File: src/rtl/fifo_arb_pkg.sv
// Shared constants and helpers for the FIFO write-port arbiter.
// Holds the FSM encoding and the one-hot grant builder.
package fifo_arb_pkg;

  localparam logic [0:0] ST_IDLE  = 1'b0;
  localparam logic [0:0] ST_BURST = 1'b1;

  // Widest requester count supported; callers cast the result down to NUM_REQ.
  localparam int MAX_REQ   = 8;
  localparam int MAX_REQ_W = 3;

  function automatic logic [MAX_REQ-1:0] onehot(input logic [MAX_REQ_W-1:0] idx);
    logic [MAX_REQ-1:0] v;
    v      = '0;
    v[idx] = 1'b1;
    return v;
  endfunction

endpackage

File: src/rtl/fifo_wr_arbiter_rr_pick.sv
// Combinational round-robin picker: first set request at or above ptr,
// wrapping modulo NUM_REQ. Rotate, priority-encode, un-rotate.
module rr_pick #(
  parameter  int NUM_REQ = 4,
  localparam int REQ_W   = $clog2(NUM_REQ)
) (
  input  logic [NUM_REQ-1:0] req,
  input  logic [REQ_W-1:0]   ptr,
  output logic [REQ_W-1:0]   idx,
  output logic               any
);

  logic [NUM_REQ-1:0] w_rot;
  logic [REQ_W-1:0]   w_pe;
  logic [REQ_W:0]     w_sum;

  // Bit i of w_rot is req[(i + ptr) mod NUM_REQ].
  assign w_rot = NUM_REQ'({req, req} >> ptr);

  always_comb begin
    w_pe = '0;
    for (int i = NUM_REQ - 1; i >= 0; i--) begin
      if (w_rot[i]) w_pe = REQ_W'(i);
    end
  end

  assign w_sum = {1'b0, w_pe} + {1'b0, ptr};
  assign idx   = (w_sum >= (REQ_W+1)'(NUM_REQ)) ? REQ_W'(w_sum - (REQ_W+1)'(NUM_REQ))
                                                : w_sum[REQ_W-1:0];
  assign any   = |req;

endmodule

File: src/rtl/fifo_wr_arbiter.sv
// Round-robin arbiter sharing one synchronous-FIFO write port among NUM_REQ
// producers; each grant lasts up to MAX_BURST words or until the owner drops valid.
module fifo_wr_arbiter
  import fifo_arb_pkg::*;
#(
  parameter  int WIDTH     = 8,
  parameter  int NUM_REQ   = 4,
  parameter  int MAX_BURST = 4,
  localparam int REQ_W     = $clog2(NUM_REQ)
) (
  input  logic                     clk,
  input  logic                     reset,
  input  logic [NUM_REQ-1:0]       req_valid,
  input  logic [NUM_REQ*WIDTH-1:0] req_data,
  output logic [NUM_REQ-1:0]       req_ready,
  output logic                     fifo_wr_en,
  output logic [WIDTH-1:0]         fifo_wdata,
  input  logic                     fifo_full,
  output logic [NUM_REQ-1:0]       grant,
  output logic                     busy
);

  localparam int CNT_W = $clog2(MAX_BURST + 1);

  logic [0:0]         r_state;
  logic [REQ_W-1:0]   r_owner;
  logic [REQ_W-1:0]   r_rr_ptr;
  logic [NUM_REQ-1:0] r_grant;
  logic [CNT_W-1:0]   r_burst_cnt;

  logic [REQ_W-1:0]   w_pick_idx;
  logic               w_pick_any;
  logic               w_own_valid;
  logic [WIDTH-1:0]   w_own_data;
  logic               w_busy;
  logic               w_xfer;
  logic               w_last;
  logic [REQ_W-1:0]   w_next_ptr;

  rr_pick #(.NUM_REQ(NUM_REQ)) u_rr_pick (
    .req (req_valid),
    .ptr (r_rr_ptr),
    .idx (w_pick_idx),
    .any (w_pick_any)
  );

  always_comb begin
    w_own_valid = 1'b0;
    w_own_data  = '0;
    for (int r = 0; r < NUM_REQ; r++) begin
      if (r_grant[r]) begin
        w_own_valid = req_valid[r];
        w_own_data  = req_data[r*WIDTH +: WIDTH];
      end
    end
  end

  // Handshake: a word moves when the owner's req_valid and req_ready are both
  // high in the same cycle; ready depends only on grant and fifo_full, never on
  // valid. The producer keeps data stable while valid is high and ready is low.
  assign w_busy     = (r_state == ST_BURST);
  assign w_xfer     = w_busy & w_own_valid & ~fifo_full & ~reset;
  assign w_last     = (r_burst_cnt == CNT_W'(MAX_BURST - 1));
  assign w_next_ptr = (r_owner == REQ_W'(NUM_REQ - 1)) ? '0 : r_owner + REQ_W'(1);

  assign req_ready  = (w_busy & ~fifo_full & ~reset) ? r_grant : '0;
  assign fifo_wr_en = w_xfer;
  assign fifo_wdata = w_xfer ? w_own_data : '0;
  assign grant      = r_grant;
  assign busy       = w_busy;

  always_ff @(posedge clk) begin
    if (reset) begin
      r_state     <= ST_IDLE;
      r_owner     <= '0;
      r_rr_ptr    <= '0;
      r_grant     <= '0;
      r_burst_cnt <= '0;
    end else if (r_state == ST_IDLE) begin
      if (w_pick_any) begin
        r_state     <= ST_BURST;
        r_owner     <= w_pick_idx;
        r_grant     <= NUM_REQ'(onehot(MAX_REQ_W'(w_pick_idx)));
        r_burst_cnt <= '0;
      end
    end else begin
      // A stalled word (fifo_full) neither counts nor ends the burst.
      if (!w_own_valid || (w_xfer && w_last)) begin
        r_state     <= ST_IDLE;
        r_grant     <= '0;
        r_rr_ptr    <= w_next_ptr;
        r_burst_cnt <= '0;
      end else if (w_xfer) begin
        r_burst_cnt <= r_burst_cnt + CNT_W'(1);
      end
    end
  end

endmodule

File: config.mk
export PLATFORM = sky130hd
export DESIGN_NAME = fifo_wr_arbiter
export DESIGN_NICKNAME = d
export VERILOG_FILES = /design/src/rtl/fifo_arb_pkg.sv /design/src/rtl/fifo_wr_arbiter_rr_pick.sv /design/src/rtl/fifo_wr_arbiter.sv
export SDC_FILE = /design/constraint.sdc
export NUM_CORES = 1
export LEC_CHECK = 0
export BUFFER_PORTS_ARGS = -buffer_cell sky130_fd_sc_hd__buf_2
export CAP_MARGIN = 20
export CORE_MARGIN = 10
export CORE_UTILIZATION = 49
export DETAILED_ROUTE_END_ITERATION = 12
export PLACE_DENSITY = 0.84
export SYNTH_ARGS = -nofsm -noshare
export SYNTH_HDL_FRONTEND = slang
export SYNTH_HIERARCHICAL = 1
export SYNTH_SLANG_ARGS = --single-unit
File: constraint.sdc
create_clock -name clk -period 3.1 [get_ports clk]
set_input_delay 0.31 -clock clk [delete_from_list [all_inputs] [get_ports clk]]
set_output_delay 0.31 -clock clk [all_outputs]
set_load 0.1 [all_outputs]
==> flow_metrics.py <==
metrics = {
    "status": {
        "status": "complete, no violations",
    },
    "clocking": {
        "cts_max_level": 1,
        "path_clk_slew_ps": 70,
        "clock_latency_ps": 280,
        "cts_buffer_depth": 2,
        "cts_resized": 0,
        "clock-sinks": 12,
        "cts_tree": "yes",
        "cts_buffers": 3,
        "root_buffer": "clkbuf_4",
        "cts_setup_buffers": 0,
        "hold_buffers": 0,
    },
    "hold_path": {
        "hold_class": "in -> reg",
    },
    "drt": {
        "post_drt_wl_per_cell_um": 15.36,
        "drt.antenna.violating_nets": 0,
        "dr.pass1.iters": 4,
        "drc": 0,
        "initialDrtViolationCount": 111,
        "routed_via_density": 5.823,
        "vias": 1351,
        "finalWirelength_um": 3564,
    },
    "synth": {
        "synth-compound-area-share_pct": 36.07,
        "ys.flop_type": "dfxtp_1",
        "synth_top_family_by_area": "compound AO/OA/AOI/OAI gates",
        "synthArstFlopShare_pct": 0,
        "syn_inst": 154,
        "yosysWarningCount": 6,
        "synth_area_per_cell_sq_um": 7.410,
        "ys_top_cells_by_area": "dfxtp_1 21%, a21oi_1 8.3%, a211o_1 6.9%",
        "yosysTopAreaCell": "dfxtp_1",
        "ys_ff_latch": 12,
        "muxShareOfSynthArea_pct": 0.8772,
        "synthesis.nets": 197,
        "synth_fa_ha_area_share_pct": 4.386,
        "synth_top_area_share_pct": 21.05,
        "synthSimpleGateAreaFrac_pct": 29.06,
        "synth_edf_count": 0,
        "synth_cell_types": 43,
        "ys_seq_area_share_pct": 21.05,
        "synth_area_sq_mm": 0.001141,
        "post_synth_xor_area_fraction_pct": 1.535,
    },
    "place": {
        "port_buffers": 56,
        "dp.final_hpwl_um": 2915,
        "dp_cells": 229,
        "gp_congestion": 0.7773,
    },
    "die": {
        "fp.dieArea_sq_mm": 0.004659,
        "start_util_pct": 51.58,
        "rows": 17,
        "core_area_sq_mm": 0.002212,
        "io_pins": 57,
        "fp.dieW_um": 68.26,
        "die-height_um": 68.26,
    },
    "timing": {
        "slew_headroom_pct": 51.49,
        "finalSetupViolCount": 0,
        "post-route-period-util_pct": 86.05,
        "fin_crit_ps": 2668,
        "max_freq_mhz": 374.9,
        "hold_viol": 0,
        "slew_violations": 0,
        "worst_slew_pin_slew_ps": 726.6,
        "holdWs_ps": 363.6,
        "rsz0062_at_grt": "false",
        "skew_ps": 1.994,
    },
    "critical_path": {
        "required_ps": 2790,
        "cp_slowest_cell": "dfxtp_1",
        "crit_fanout": 22,
        "cp-end-kind": "primary output",
        "cp_cell_sequence": "a211oi_2 -> a211oi_4 -> nand2_4 -> a21oi_1 -> buf_2",
        "critPathBufInv": 1,
        "critPathKind": "reg -> out",
        "critical-path-top-delay-family": "flip-flops",
        "cpPeakStageDelay_ps": 770,
        "crit_arrival_ps": 2360,
        "worstSetupStartpointType": "flop",
    },
    "job": {
        "maxCapViolCount": 0,
    },
    "power_and_ir_drop": {
        "ir_drop_mv": 0.4405,
        "p_leak_nw": 0.6647,
        "powerDensity_mw_per_mm2": 544.0,
    },
    "cells_and_area": {
        "antenna_cells": 0,
        "num-fill-cells": 230,
        "area_growth_pct": 26.53,
        "fin_util_pct": 65.27,
        "nNetsFinal": 249,
        "instances_no_fill": 232,
        "drive_gt1_share_pct": 33.33,
    },
    "global_route": {
        "grt_max_degree": 24,
        "grt_pass1_wl_um": 5623,
        "grt_pass1_vias": 1320,
        "antenna_found_initial": 0,
        "grt_util_all_layers_pct": 15.38,
        "grt_overflow": 0,
    },
}
==> flip-flops by register name, summed over array words and instances, names as in the netlist <==
signal	cells
grant	4
r_rr_ptr	2
r_owner	2
busy	1
r_burst_cnt	3
==> layout by cell type, fill, tap and decap left out, types with 2 or more instances in the layout <==
cell type,count
a211o_1,9
a21oi_1,18
a221oi_1,8
a22o_1,2
a22oi_1,2
and2_1,4
buf_2,56
clkbuf_4,3
dfxtp_1,12
ha_1,4
inv_1,10
nand2_1,15
nand2b_1,6
nand3_1,4
nand3b_1,4
nor2_1,11
nor2b_1,4
nor3_1,5
nor3b_1,3
o21ai_0,2
==> power breakdown <==
group | total, W | internal [W] | switching (W)
logic | 0.000445 | 0.000163 | 0.000282
clock network | 0.0000963 | 0.0000452 | 0.0000511
registers | 0.000244 | 0.000179 | 0.0000647
==> logic make-up (layout without fill, tap and decap cells) <==
family	after synthesis	after routing
XOR/XNOR	2	2
AO/OA/AOI/OAI	54	54
adder cells (fa/ha/maj)	4	4
buffers and inverters	20	70
flip-flops	12	12
AND/OR/NAND/NOR	61	61
multiplexers	1	1
==> through the flow <==
stage / instance area, sq um / power (W) / setup WS, ps / setup TNS [ps]
finish: 1444 / 0.0007854 / 432.4 / 0
global route: 1444 / 0.0008416 / 204.1 / 0
CTS: 1444 / 0.0007846 / 445.0 / 0
detailed placement: 1421 / 0.0006884 / 757.6 / 0
global placement: 1421 / 0.0006747 / 833.9 / 0
floorplan: 1145 / 0.0005948 / -453.6 / -3175
==> routing by layer <==
| layer | track usage [%] | share of wire (%) |
|---|---|---|
| met2 | 25.93 | 49 |
| met5 | 0 | 0 |
| met4 | 5.276 | 1.8 |
| met3 | 7.178 | 9.3 |
| met1 | 16.60 | 39 |
==> synth_stat cells, types with 4 or more instances <==
| master | count |
|---|---|
| ha_1 | 4 |
| a21oi_1 | 19 |
| nand3b_1 | 4 |
| nand2_1 | 15 |
| clkbuf_1 | 6 |
| nand3_1 | 4 |
| dfxtp_1 | 12 |
| a211o_1 | 9 |
| and2_1 | 4 |
| nor3_1 | 5 |
| nand2b_1 | 6 |
| nor2_1 | 11 |
| nor2b_1 | 4 |
| a221oi_1 | 8 |
| inv_1 | 10 |
==> cell type report <==
class                   count  area, sq um  area share [%]
well taps                  28        35.03           2.426
clock buffers               3        22.52           1.560
repair buffers             56        280.3           19.41
inverters                  11        41.29           2.860
flip-flops and latches     12        240.2           16.64
multi-input cells         122        824.5           57.11
==> path summary, 6_finish.rpt <==
| kind | start | endpoint | slack (ps) | cells past startpoint |
|---|---|---|---|---|
| setup / recovery | grant[2] | fifo_wdata[6] | 430 | 5 |
| hold / removal | reset | busy | 360 | 2 |
| setup reg to reg | r_rr_ptr[0] | grant[2] | 870 | 10 |
| hold reg to reg | r_owner[1] | r_owner[1] | 470 | 2 |
Note: power is estimated with default switching activity, not from simulation.
